$ cat config.mk
export PLATFORM = sky130hd
export DESIGN_NAME = hap_fetch_decode
export DESIGN_NICKNAME = d
export VERILOG_FILES = /design/src/rtl/hap_pkg.sv /design/src/rtl/hap_regfile.sv /design/src/rtl/hap_fetch_decode.sv
export SDC_FILE = /design/constraint.sdc
export NUM_CORES = 1
export LEC_CHECK = 0
export CAP_MARGIN = 10
export CORE_ASPECT_RATIO = 1.2
export CORE_MARGIN = 2
export CORE_UTILIZATION = 50
export DETAILED_ROUTE_END_ITERATION = 10
export DONT_BUFFER_PORTS = 1
export PLACE_DENSITY = 0.65
export SLEW_MARGIN = 20
export SYNTH_ARGS = -nofsm -noshare
export SYNTH_HDL_FRONTEND = slang
export SYNTH_SLANG_ARGS = --single-unit
$ cat constraint.sdc
create_clock -name Clk -period 3 [get_ports Clk]
set_input_delay 0.3 -clock Clk [delete_from_list [all_inputs] [get_ports Clk]]
set_output_delay 0.3 -clock Clk [all_outputs]
set_load 0.01 [all_outputs]
$ cat src/rtl/hap_pkg.sv
// -----------------------------------------------------------------------------
// hap_pkg
//   Shared definitions for the Harvard Architecture Processor fetch/decode slice:
//   instruction width, opcode values, instruction field bit positions and the
//   fetch/decode state encoding.
// -----------------------------------------------------------------------------
package hap_pkg;

    localparam int unsigned INSTR_W = 16;
    localparam int unsigned REG_AW  = 3;

    // Opcodes (instr[15:11])
    localparam logic [4:0] OP_NOP = 5'h00;
    localparam logic [4:0] OP_CMP = 5'h01;
    localparam logic [4:0] OP_MOV = 5'h02;
    localparam logic [4:0] OP_HLT = 5'h1F;

    // Instruction field positions; instr[1:0] carries no information
    localparam int unsigned OPC_MSB = 15;
    localparam int unsigned OPC_LSB = 11;
    localparam int unsigned RD_MSB  = 10;
    localparam int unsigned RD_LSB  = 8;
    localparam int unsigned RS1_MSB = 7;
    localparam int unsigned RS1_LSB = 5;
    localparam int unsigned RS2_MSB = 4;
    localparam int unsigned RS2_LSB = 2;

    typedef enum logic [1:0] {
        ST_BOOT = 2'd0,
        ST_RUN  = 2'd1,
        ST_HALT = 2'd2
    } state_t;

endpackage

$ cat src/rtl/hap_regfile.sv
// -----------------------------------------------------------------------------
// hap_regfile
//   NREGS x DATA_W register file, two combinational read ports, one write port
//   updated on the rising clock edge. r0 always reads 0 and ignores writes.
//   Optional macro HAP_WB_BYPASS_EN: a read of the register being written in the
//   same cycle returns the write data instead of the stored value.
// Ports
//   clk, rst_n      clock, asynchronous active-low reset (clears all registers)
//   we, wa, wd      write enable / address / data
//   ra1, ra2        read addresses
//   rd1, rd2        read data
// -----------------------------------------------------------------------------
module hap_regfile #(
    parameter int unsigned NREGS  = 8,
    parameter int unsigned DATA_W = 3,
    parameter int unsigned AW     = 3
) (
    input  logic              clk,
    input  logic              rst_n,
    input  logic              we,
    input  logic [AW-1:0]     wa,
    input  logic [DATA_W-1:0] wd,
    input  logic [AW-1:0]     ra1,
    input  logic [AW-1:0]     ra2,
    output logic [DATA_W-1:0] rd1,
    output logic [DATA_W-1:0] rd2
);

    logic [DATA_W-1:0] regs [NREGS];

    always_ff @(posedge clk or negedge rst_n) begin
        if (!rst_n) begin
            for (int unsigned i = 0; i < NREGS; i++) begin
                regs[i] <= '0;
            end
        end else if (we && (wa != '0)) begin
            regs[wa] <= wd;
        end
    end

    always_comb begin
        rd1 = (ra1 == '0) ? '0 : regs[ra1];
`ifdef HAP_WB_BYPASS_EN
        if (we && (wa != '0) && (wa == ra1)) begin
            rd1 = wd;
        end
`endif
    end

    always_comb begin
        rd2 = (ra2 == '0) ? '0 : regs[ra2];
`ifdef HAP_WB_BYPASS_EN
        if (we && (wa != '0) && (wa == ra2)) begin
            rd2 = wd;
        end
`endif
    end

endmodule

$ cat src/rtl/hap_fetch_decode.sv
// -----------------------------------------------------------------------------
// hap_fetch_decode
//   Fetch/decode stage: drives the synchronous instruction ROM address, decodes
//   the returned 16-bit instruction, reads both source operands from the
//   register file and presents {Opcode, Rd_addr, R1, R2, Pc_out} to execute
//   behind a valid/ready handshake. Accepts register writeback and branch
//   redirects; stops fetching once a HLT instruction is accepted.
//   Optional macro HAP_WB_BYPASS_EN: same-cycle writeback is forwarded to the
//   operand reads, and operands held during a stall track matching writebacks.
// Ports
//   Clk, Rst_n             clock, asynchronous active-low reset
//   Imem_addr / Imem_data  ROM address out, instruction in (one cycle later)
//   Br_taken / Br_target   redirect request and target address
//   Wb_en/Wb_addr/Wb_data  register writeback
//   Out_valid / Out_ready  handshake towards execute
//   Opcode, Rd_addr, R1, R2, Pc_out   presented decoded instruction
//   Halted                 HLT accepted, fetch stopped
// -----------------------------------------------------------------------------
module hap_fetch_decode
    import hap_pkg::*;
#(
    parameter int unsigned PC_W   = 8,
    parameter int unsigned DATA_W = 3,
    parameter int unsigned NREGS  = 8
) (
    input  logic               Clk,
    input  logic               Rst_n,
    output logic [PC_W-1:0]    Imem_addr,
    input  logic [INSTR_W-1:0] Imem_data,
    input  logic               Br_taken,
    input  logic [PC_W-1:0]    Br_target,
    input  logic               Wb_en,
    input  logic [REG_AW-1:0]  Wb_addr,
    input  logic [DATA_W-1:0]  Wb_data,
    output logic               Out_valid,
    input  logic               Out_ready,
    output logic [4:0]         Opcode,
    output logic [2:0]         Rd_addr,
    output logic [DATA_W-1:0]  R1,
    output logic [DATA_W-1:0]  R2,
    output logic [PC_W-1:0]    Pc_out,
    output logic               Halted
);

    state_t            state;
    logic [PC_W-1:0]   fetch_pc;   // address whose data is on Imem_data
    logic              f_ok;
    logic              br;
    logic              hlt_acc;
    logic              load;
    logic [REG_AW-1:0] rs1;
    logic [REG_AW-1:0] rs2;
    logic [DATA_W-1:0] rd1;
    logic [DATA_W-1:0] rd2;
    logic              unused_instr_bits;

`ifdef HAP_WB_BYPASS_EN
    logic [REG_AW-1:0] rs1_q;
    logic [REG_AW-1:0] rs2_q;
`endif

    always_comb begin
        rs1               = Imem_data[RS1_MSB:RS1_LSB];
        rs2               = Imem_data[RS2_MSB:RS2_LSB];
        unused_instr_bits = ^Imem_data[RS2_LSB-1:0];
    end

    // Redirects are ignored once halted; a redirect also suppresses HLT
    // acceptance and any load in the same cycle.
    always_comb begin
        f_ok      = (state == ST_RUN);
        br        = Br_taken && (state != ST_HALT);
        hlt_acc   = f_ok && Out_valid && Out_ready && (Opcode == OP_HLT) && !br;
        load      = f_ok && (!Out_valid || Out_ready) && !br && !hlt_acc;
        Imem_addr = br   ? Br_target :
                    load ? fetch_pc + PC_W'(1) : fetch_pc;
        Halted    = (state == ST_HALT);
    end

    hap_regfile #(
        .NREGS  (NREGS),
        .DATA_W (DATA_W),
        .AW     (REG_AW)
    ) u_regfile (
        .clk   (Clk),
        .rst_n (Rst_n),
        .we    (Wb_en),
        .wa    (Wb_addr),
        .wd    (Wb_data),
        .ra1   (rs1),
        .ra2   (rs2),
        .rd1   (rd1),
        .rd2   (rd2)
    );

    always_ff @(posedge Clk or negedge Rst_n) begin
        if (!Rst_n) begin
            state <= ST_BOOT;
        end else begin
            case (state)
                ST_BOOT: state <= ST_RUN;
                ST_RUN:  if (hlt_acc) state <= ST_HALT;
                default: state <= ST_HALT;
            endcase
        end
    end

    always_ff @(posedge Clk or negedge Rst_n) begin
        if (!Rst_n) begin
            fetch_pc  <= '0;
            Out_valid <= 1'b0;
            Opcode    <= '0;
            Rd_addr   <= '0;
            R1        <= '0;
            R2        <= '0;
            Pc_out    <= '0;
`ifdef HAP_WB_BYPASS_EN
            rs1_q     <= '0;
            rs2_q     <= '0;
`endif
        end else begin
            // While stalled Imem_addr == fetch_pc, so the ROM re-reads the
            // same word and Imem_data stays stable.
            fetch_pc <= Imem_addr;
            if (br) begin
                Out_valid <= 1'b0;
            end else if (load) begin
                Out_valid <= 1'b1;
                Opcode    <= Imem_data[OPC_MSB:OPC_LSB];
                Rd_addr   <= Imem_data[RD_MSB:RD_LSB];
                R1        <= rd1;
                R2        <= rd2;
                Pc_out    <= fetch_pc;
`ifdef HAP_WB_BYPASS_EN
                rs1_q     <= rs1;
                rs2_q     <= rs2;
`endif
            end else if (Out_ready) begin
                Out_valid <= 1'b0;
`ifdef HAP_WB_BYPASS_EN
            end else if (Out_valid && Wb_en && (Wb_addr != '0)) begin
                if (Wb_addr == rs1_q) R1 <= Wb_data;
                if (Wb_addr == rs2_q) R2 <= Wb_data;
`endif
            end
        end
    end

endmodule

# == Word-level counts from Yosys, hierarchy flattened ==
# Index checks and enable logic that the tools add are counted.
# W data, S select, Z words.
# classes
n_bitwise,4
n_addsub,1
reduce_logical,20
muxes,18
magnitude_cmp,4
n_eq_ne,5
# ops
cell,n
$bwmux W24,1
$mux W3,7
$bmux W3 S3,2
$mux W8,2
$ge A4 B4 Y1 const B,3
$not A3 Y4,3
$logic_and A1 B1 Y1,10
$demux W3 S3,1
$add A8 B1 Y8 const B,1
$logic_not A3 Y1,2
$reduce_bool A3 Y1,2
$eq A5 B5 Y1 const B,1
$lt A4 B1 Y1 const B,1
$pmux W2 S2,1
$logic_not A1 Y1,3
$mux W1,3
$eq A2 B1 Y1 const B,1
$eq A2 B2 Y1 const B,1
$logic_not A2 Y1,1
$mux W2,1
$ne A2 B1 Y1 const B,1
$ne A2 B2 Y1 const B,1
$reduce_and A2 Y1,1
$logic_or A1 B1 Y1,1
$not A1 Y1,1
# word_totals
output_inout_bits,32
elab_cells,68
input_bits,35
register_bits,57

# == Logic depth before layout (Yosys ltp) ==
# Gate-level depths: netlist of the first run.
# logic_depth
word_depth,9
ltp_mapped,5

# == By module ==
# A second synthesis of the first run with hierarchy kept.
# unflattened
hier_cells,209
area_unflattened_um2,2710.1
# modules_own_cells
module,instances,area_each_um2,cells_each,seq_area_each_um2
hap_fetch_decode,1,1465.2,115,825.8
hap_regfile,1,1244.9,94,525.5

# == Worst setup path before layout of the first run ==
# No wires, ideal clock.
# synth_path
path_kind,reg2out
from,register Opcode[2]
to,output Imem_addr[3]
path_stages_with_launch,5
path_slack_ps,1153
required_time_ps,2700
t_arrival_ps,1547
cell_sequence,dfrtp_1 -> and4_4 -> and3_4 -> or4_1 -> a31oi_1
# synth_via
elab_chain_len,7
# synth_rtl
item,line_no,rtl
from (decl),hap_fetch_decode.sv:37,"output logic [4:0] Opcode,"
from (signal assigned),hap_fetch_decode.sv:129,Opcode <= Imem_data[OPC_MSB:OPC_LSB];
$eq A5 B5 Y1,hap_fetch_decode.sv:73,hlt_acc = f_ok && Out_valid && Out_ready && (Opcode == OP_HLT) && !br;
$logic_and A1 B1 Y1 (2 in series),hap_fetch_decode.sv:73,
$logic_not A1 Y1,hap_fetch_decode.sv:74,load = f_ok && (!Out_valid || Out_ready) && !br && !hlt_acc;
$logic_and A1 B1 Y1,hap_fetch_decode.sv:74,
$mux W8,hap_fetch_decode.sv:76,load ? fetch_pc + PC_W'(1) : fetch_pc;
$mux W8,hap_fetch_decode.sv:75,Imem_addr = br ? Br_target :
to (decl),hap_fetch_decode.sv:28,"output logic [PC_W-1:0] Imem_addr,"
# No other way between the ends.

# == Worst setup path in the final report of the first run ==
# layout_path
from,register Out_valid
to,output Imem_addr[4]
# layout_via
elab_chain_len,8
# layout_rtl
item,line_no,rtl
from (decl),hap_fetch_decode.sv:35,"output logic Out_valid,"
from (signal assigned),hap_fetch_decode.sv:111,Out_valid <= 1'b0;
from (signal assigned),hap_fetch_decode.sv:126,Out_valid <= 1'b0;
from (signal assigned),hap_fetch_decode.sv:128,Out_valid <= 1'b1;
$logic_and A1 B1 Y1 (4 in series),hap_fetch_decode.sv:73,
$logic_not A1 Y1,hap_fetch_decode.sv:74,
$logic_and A1 B1 Y1 (*),hap_fetch_decode.sv:74,
$mux W8 (*),hap_fetch_decode.sv:76,
$mux W8 (*),hap_fetch_decode.sv:75,
# Mark *: on every way between the ends. The rest lies on a longest branch, timed or not.

==> results.yml, run 1 <==
outcome:
  outcome: "finished clean"
drt:
  drt_iter0_drc: 47
  drt-vias-per-instance: 6.33
  antenna_left: 0
  finalWirelength_mm: 5.44
  drt_pass1_iterations: 4
  drcViolationCount: 0
  vias: 1741
  wl_per_cell_um: 19.8
pwr:
  switching_share: 0.329
  combPwrFrac: 0.238
  seqPwrFrac: 0.554
  power_leakage_nw: 1.14
  switching_power_uw: 745
  peakVddDrop_mv: 0.377
  cellPowerDensity_nw_per_um2: 804
  power.share.clock: 0.208
  p_int_mw: 1.52
finish:
  drive_gt1_frac: 0.293
  multi_input_area_um2: 1220
  utilization: 0.561
  diodes: 0
  fin_nets: 250
  syn2layout_area_growth_pct: 6.79
  seq_area_um2: 1350
  fillerInstances: 434
  final_cell_mix: "54 x dfrtp_1, 41 x mux2_2, 13 x nand2_1, 11 x o21ai_0, 9 x nor2_1"
  final_common_cell: "dfrtp_1"
floorplan:
  die-area_um2: 5870
  initial_core_util: 0.526
  die_x_um: 70.3
  fp-row-count: 28
  die_h_um: 83.5
  ioPinCount: 67
  core_area_um2: 5010
cts:
  cts_made_buffers: 5
  post-cts-setup-buffers: 0
  cts_tree: "done"
  worstSkewPairLatency_ps: 300
  clk_pin_slew_ps: 90
  clock-root-buffer: "clkbuf_8"
  clock-sinks: 54
  cts_max_level: 2
  clockBufferDepth: 2
  cts_resized: 0
critical_path:
  worstSetupStartpointType: "flip-flop"
  ff2ff_path_depth: 4
  crit_type: "flip-flop to output pin"
  r2r-start: "Out_valid"
  r2r_end: "fetch_pc[4]"
  r2r_slack_ps: 1040
  critPathMaxFanout: 17
  crit_arrival_ps: 2130
  required_ps: 2700
  cp-end-kind: "output pin"
global_routing:
  first_global_vias: 1827
  overflow: 0
  grt_max_degree: 55
  grt_pass1_wl_mm: 8.89
  track_usage: 0.194
  antenna_found_initial: 0
yosys:
  synth_fp_nets: 249
  yosys_register_bits: 54
  mappedNetlistArea_um2: 2630
  synth_cells: 213
  synth_top_area_share: 0.513
  synth_cell_types: 34
  seq_area_frac_synth: 0.513
  synth.area.top_cells: "dfrtp_1 51%, mux2_2 18%, mux4_2 5.1%, o21ai_0 2.1%, nand2_1 1.9%"
  syn_area_per_cell_um2: 12.4
  yosys_warnings: 0
  synth_largest_area_cell: "dfrtp_1"
placement:
  gp_congestion: 0.837
  pre_cts_slack_ps: 910
  hpwl_mm: 4.08
  port_buffers: 0
worst_hold_path:
  hold_start: "Imem_data[15]"
  holdPathStages: 1
  hp-class: "primary input to flip-flop"
  min_to: "Opcode[4]"
timing:
  finalSetupTns_ps: 0
  slew_viol_final: 0
  finalWorstSetupSlack_ps: 565
  hold_slack_ps: 142
  tightest_slew_ps: 566
  layout_min_cycle_time_ps: 2430
  hold_viol_final: 0
  max_freq_mhz: 411
  final-setup-viol-count: 0
  post-route-period-util: 0.812
  rsz0062_at_grt: "no"
  finClkSkew_ps: 8.99
  slew_headroom: 0.619
run:
  maxCapViolCount: 0
[power by group through the flow]
stage | combinational [mW] | sequential (mW) | clock [mW]
after global placement | 0.505 | 1.26 | 0
after global routing | 0.599 | 1.29 | 0.505
after floorplan | 0.461 | 1.21 | 0
after detailed placement | 0.526 | 1.27 | 0
after CTS | 0.547 | 1.26 | 0.482
final | 0.538 | 1.25 | 0.470
[layout make-up]
class                           instances  share of cell area
Sequential cell                        54               0.480
Clock inverter                          3              0.0142
Timing Repair Buffer                    3              0.0160
Tap cell                               60              0.0267
Multi-Input combinational cell        147               0.434
Inverter                                3             0.00400
Clock buffer                            5              0.0245
[state kept, by name, indices dropped and copies added (netlist names)]
register	flops
Opcode	5
u_regfile.regs	21
R1	3
R2	3
Pc_out	8
state	2
Rd_addr	3
Out_valid	1
fetch_pc	8
[per-stage QoR]
stage	total power, mW	std cells	area, um^2
6_report	2.26	275	2810
4_1_cts	2.29	275	2810
2_1_floorplan	1.67	213	2630
5_1_grt	2.39	275	2810
3_5_place_dp	1.80	265	2670
3_3_place_gp	1.76	265	2670
[cell families (layout without fill, tap and decap cells)]
logic type / after synthesis / count (layout) / synth area share
fa+ha+maj: 1 / 1 / 0.00475
mux: 51 / 51 / 0.242
flops: 54 / 54 / 0.513
simple gates: 55 / 55 / 0.123
buf+inv: 12 / 14 / 0.0233
compound gates: 40 / 40 / 0.0941
[timing repair]
| action | 4_1_cts | 5_1_grt |
|---|---|---|
| endpoints found under the hold margin | 54 | 0 |
| hold buffers | 2 | 0 |
| setup endpoints to repair | 0 | 0 |
[worst max-delay path, stage by stage, from the launching register on]
cell and delay (ps):
dfrtp_1 470, nand2b_1 160, nand3_2 280, or4_1 580, a31oi_1 350
[worst max-delay path by stage]
stage | from | to | slack, ps | cells after the start
global placement | Out_valid | Imem_addr[4] | 950 | 4
floorplan | Opcode[2] | Imem_addr[3] | 1150 | 4
detailed placement | Out_valid | Imem_addr[4] | 910 | 4
global route | Out_valid | Imem_addr[4] | 410 | 4
CTS | Out_valid | Imem_addr[4] | 550 | 4
finish | Out_valid | Imem_addr[4] | 570 | 4
[cells in the mapped netlist]
cell type	instances
a211oi_1	5
a21oi_1	8
a22oi_1	2
a31oi_1	5
and2_1	1
and3_1	2
and3_4	1
and4_4	1
and4bb_2	2
buf_2	4
buf_4	3
clkbuf_1	2
dfrtp_1	54
ha_1	1
inv_1	3
mux2_2	41
mux2i_1	4
mux4_2	6
nand2_1	13
nand2b_1	2
nand3_1	4
nand3_2	2
nand4_1	4
nand4b_1	3
nor2_1	9
nor2b_1	1
nor3_1	3
o211ai_1	4
o21ai_0	11
o311ai_0	1
o31ai_1	4
or2_0	1
or2_1	1
or4_1	5
[routing by layer]
metal  share of wire  GRT usage
met1            0.37      0.202
met2            0.53      0.344
met3           0.075     0.0725
met4           0.026     0.0857
met5               0          0
Power figures use the tool's default switching activity.
==> run 2, diff against run 1 <==
- PLACE_DENSITY: 0.65 -> 0.68
- clock period: 3 -> 2.2 ns (I/O delays scaled with it)
==> results.yml, run 2 (synthesis gave the netlist of run 1 again) <==
outcome:
  outcome: "finished clean"
critical_path:
  cp-end-kind: "output pin"
  crit_type: "flip-flop to output pin"
  worstSetupStartpointType: "flip-flop"
  critPathMaxFanout: 5
  critPathLaunch: "fetch_pc[0]"
  r2r_end: "fetch_pc[6]"
  required_ps: 1980
  r2r_slack_ps: 480
  crit_arrival_ps: 1930
  r2r-start: "fetch_pc[0]"
  ff2ff_path_depth: 5
finish:
  final_common_cell: "dfrtp_1"
  fin_nets: 257
  largest_reg_flops: 21
  syn2layout_area_growth_pct: 12.8
  drive_gt1_frac: 0.396
  final_area_um2: 2970
  regMostFlops: "u_regfile.regs"
  final_cell_mix: "50 x dfrtp_1, 41 x mux2_2, 11 x nand2_1, 11 x o21ai_0"
  largest_registers: "u_regfile.regs (21), Pc_out (8), fetch_pc (8)"
  diodes: 0
  fillerInstances: 391
pwr:
  combPwrFrac: 0.269
  cellPowerDensity_nw_per_um2: 1060
  p_int_mw: 2.03
  switching_share: 0.357
  power_mw: 3.15
  seqPwrFrac: 0.554
  peakVddDrop_mv: 0.479
  switching_power_mw: 1.13
  power_leakage_nw: 1.18
  power.share.clock: 0.177
placement:
  pre_cts_slack_ps: 250
  port_buffers: 0
  gp_congestion: 0.833
  dpl_cell_area_um2: 2680
  hpwl_mm: 4.17
drt:
  finalWirelength_mm: 5.96
  drt_pass1_iterations: 4
  drt-vias-per-instance: 6.55
  drcViolationCount: 0
  antenna_left: 0
  vias: 1847
  wl_per_cell_um: 21.1
  drt_iter0_drc: 123
cts:
  cts_made_buffers: 5
  clock-root-buffer: "clkbuf_8"
  clockBufferDepth: 2
  worstSkewPairLatency_ps: 310
  clk_pin_slew_ps: 110
  cts_max_level: 2
  clock-sinks: 54
  cts_tree: "done"
timing:
  slew_headroom: 0.695
  final-setup-viol-count: 0
  hold_viol_final: 0
  max_freq_mhz: 466
  tightest_slew_ps: 454
  finalWorstSetupSlack_ps: 51.9
  finClkSkew_ps: 13.2
  rsz0062_at_grt: "yes"
  slew_viol_final: 0
  post-route-period-util: 0.976
  layout_min_cycle_time_ps: 2150
floorplan:
  die_x_um: 70.3
  ioPinCount: 67
  core_area_um2: 5010
  fp-row-count: 28
  die-area_um2: 5870
  initial_core_util: 0.526
  die_h_um: 83.5
global_routing:
  first_global_vias: 1930
  grt_pass1_wl_mm: 9.47
  overflow: 0
  grt_max_degree: 55
  track_usage: 0.204
  antenna_found_initial: 0
worst_hold_path:
  holdPathStages: 1
  min_to: "Opcode[0]"
  hp-class: "primary input to flip-flop"
  hold_start: "Imem_data[11]"
run:
  maxCapViolCount: 0
## run 2: area by class of cell
cell class / count / area, um^2 / area share
well taps: 60 / 75.1 / 0.0253
flip-flops and latches: 54 / 1360 / 0.457
repair buffers: 9 / 90.1 / 0.0303
clock buffers: 5 / 68.8 / 0.0232
inverters: 3 / 11.3 / 0.00379
multi-input cells: 148 / 1350 / 0.454
clock inverters: 3 / 21.3 / 0.00716
## run 2: how the worst max path moves through the flow
stage	endpoint
final	Imem_addr[6]
after global routing	Imem_addr[6]
after CTS	Imem_addr[6]
after detailed placement	Imem_addr[4]
after global placement	Imem_addr[4]
after floorplan	Imem_addr[3]
## run 2: layer usage
layer	track usage	wire length, um	up-vias
li1	-	-	823
met3	0.0604	376	12
met5	0	0	-
met2	0.355	3220	67
met1	0.232	2210	945
met4	0.0839	145	0
## run 2: power by group through the flow
stage / clock network, mW / logic (mW) / registers, mW
floorplan: 0 / 0.628 / 1.64
detailed placement: 0 / 0.735 / 1.75
CTS: 0.568 / 0.795 / 1.73
global placement: 0 / 0.704 / 1.73
finish: 0.557 / 0.850 / 1.75
global route: 0.610 / 0.924 / 1.79
## run 2: metrics by stage
stage	hold WS, ps	std cells	util	setup TNS (ps)
after floorplan	-75.6	213	-	0
final	51.5	282	0.593	0
after detailed placement	-74.5	267	0.535	0
after global routing	41.6	282	0.593	-2.08
after global placement	-74.2	267	0.535	0
after CTS	45.7	277	0.573	0
## run 2: critical path: stages (launching register included)
cell     delay (ps)
dfrtp_1         440
ha_2            230
nand3_2          90
or2_1           240
or4_4           500
nand3_4         120
## run 2: what timing repair did
item	in CTS	in global routing
endpoints found under the hold margin	54	0
pin swaps	2	8
endpoints found under the setup margin	5	8
resized for setup	10	17
buffers inserted	0	4
cloned	0	1
hold buffers	2	0
==> run 3, diff against run 2 <==
- SLEW_MARGIN: 20 -> not set
==> results of run 3 <==
Same layout as run 2: the final DEF is identical, and so are final timing and power.
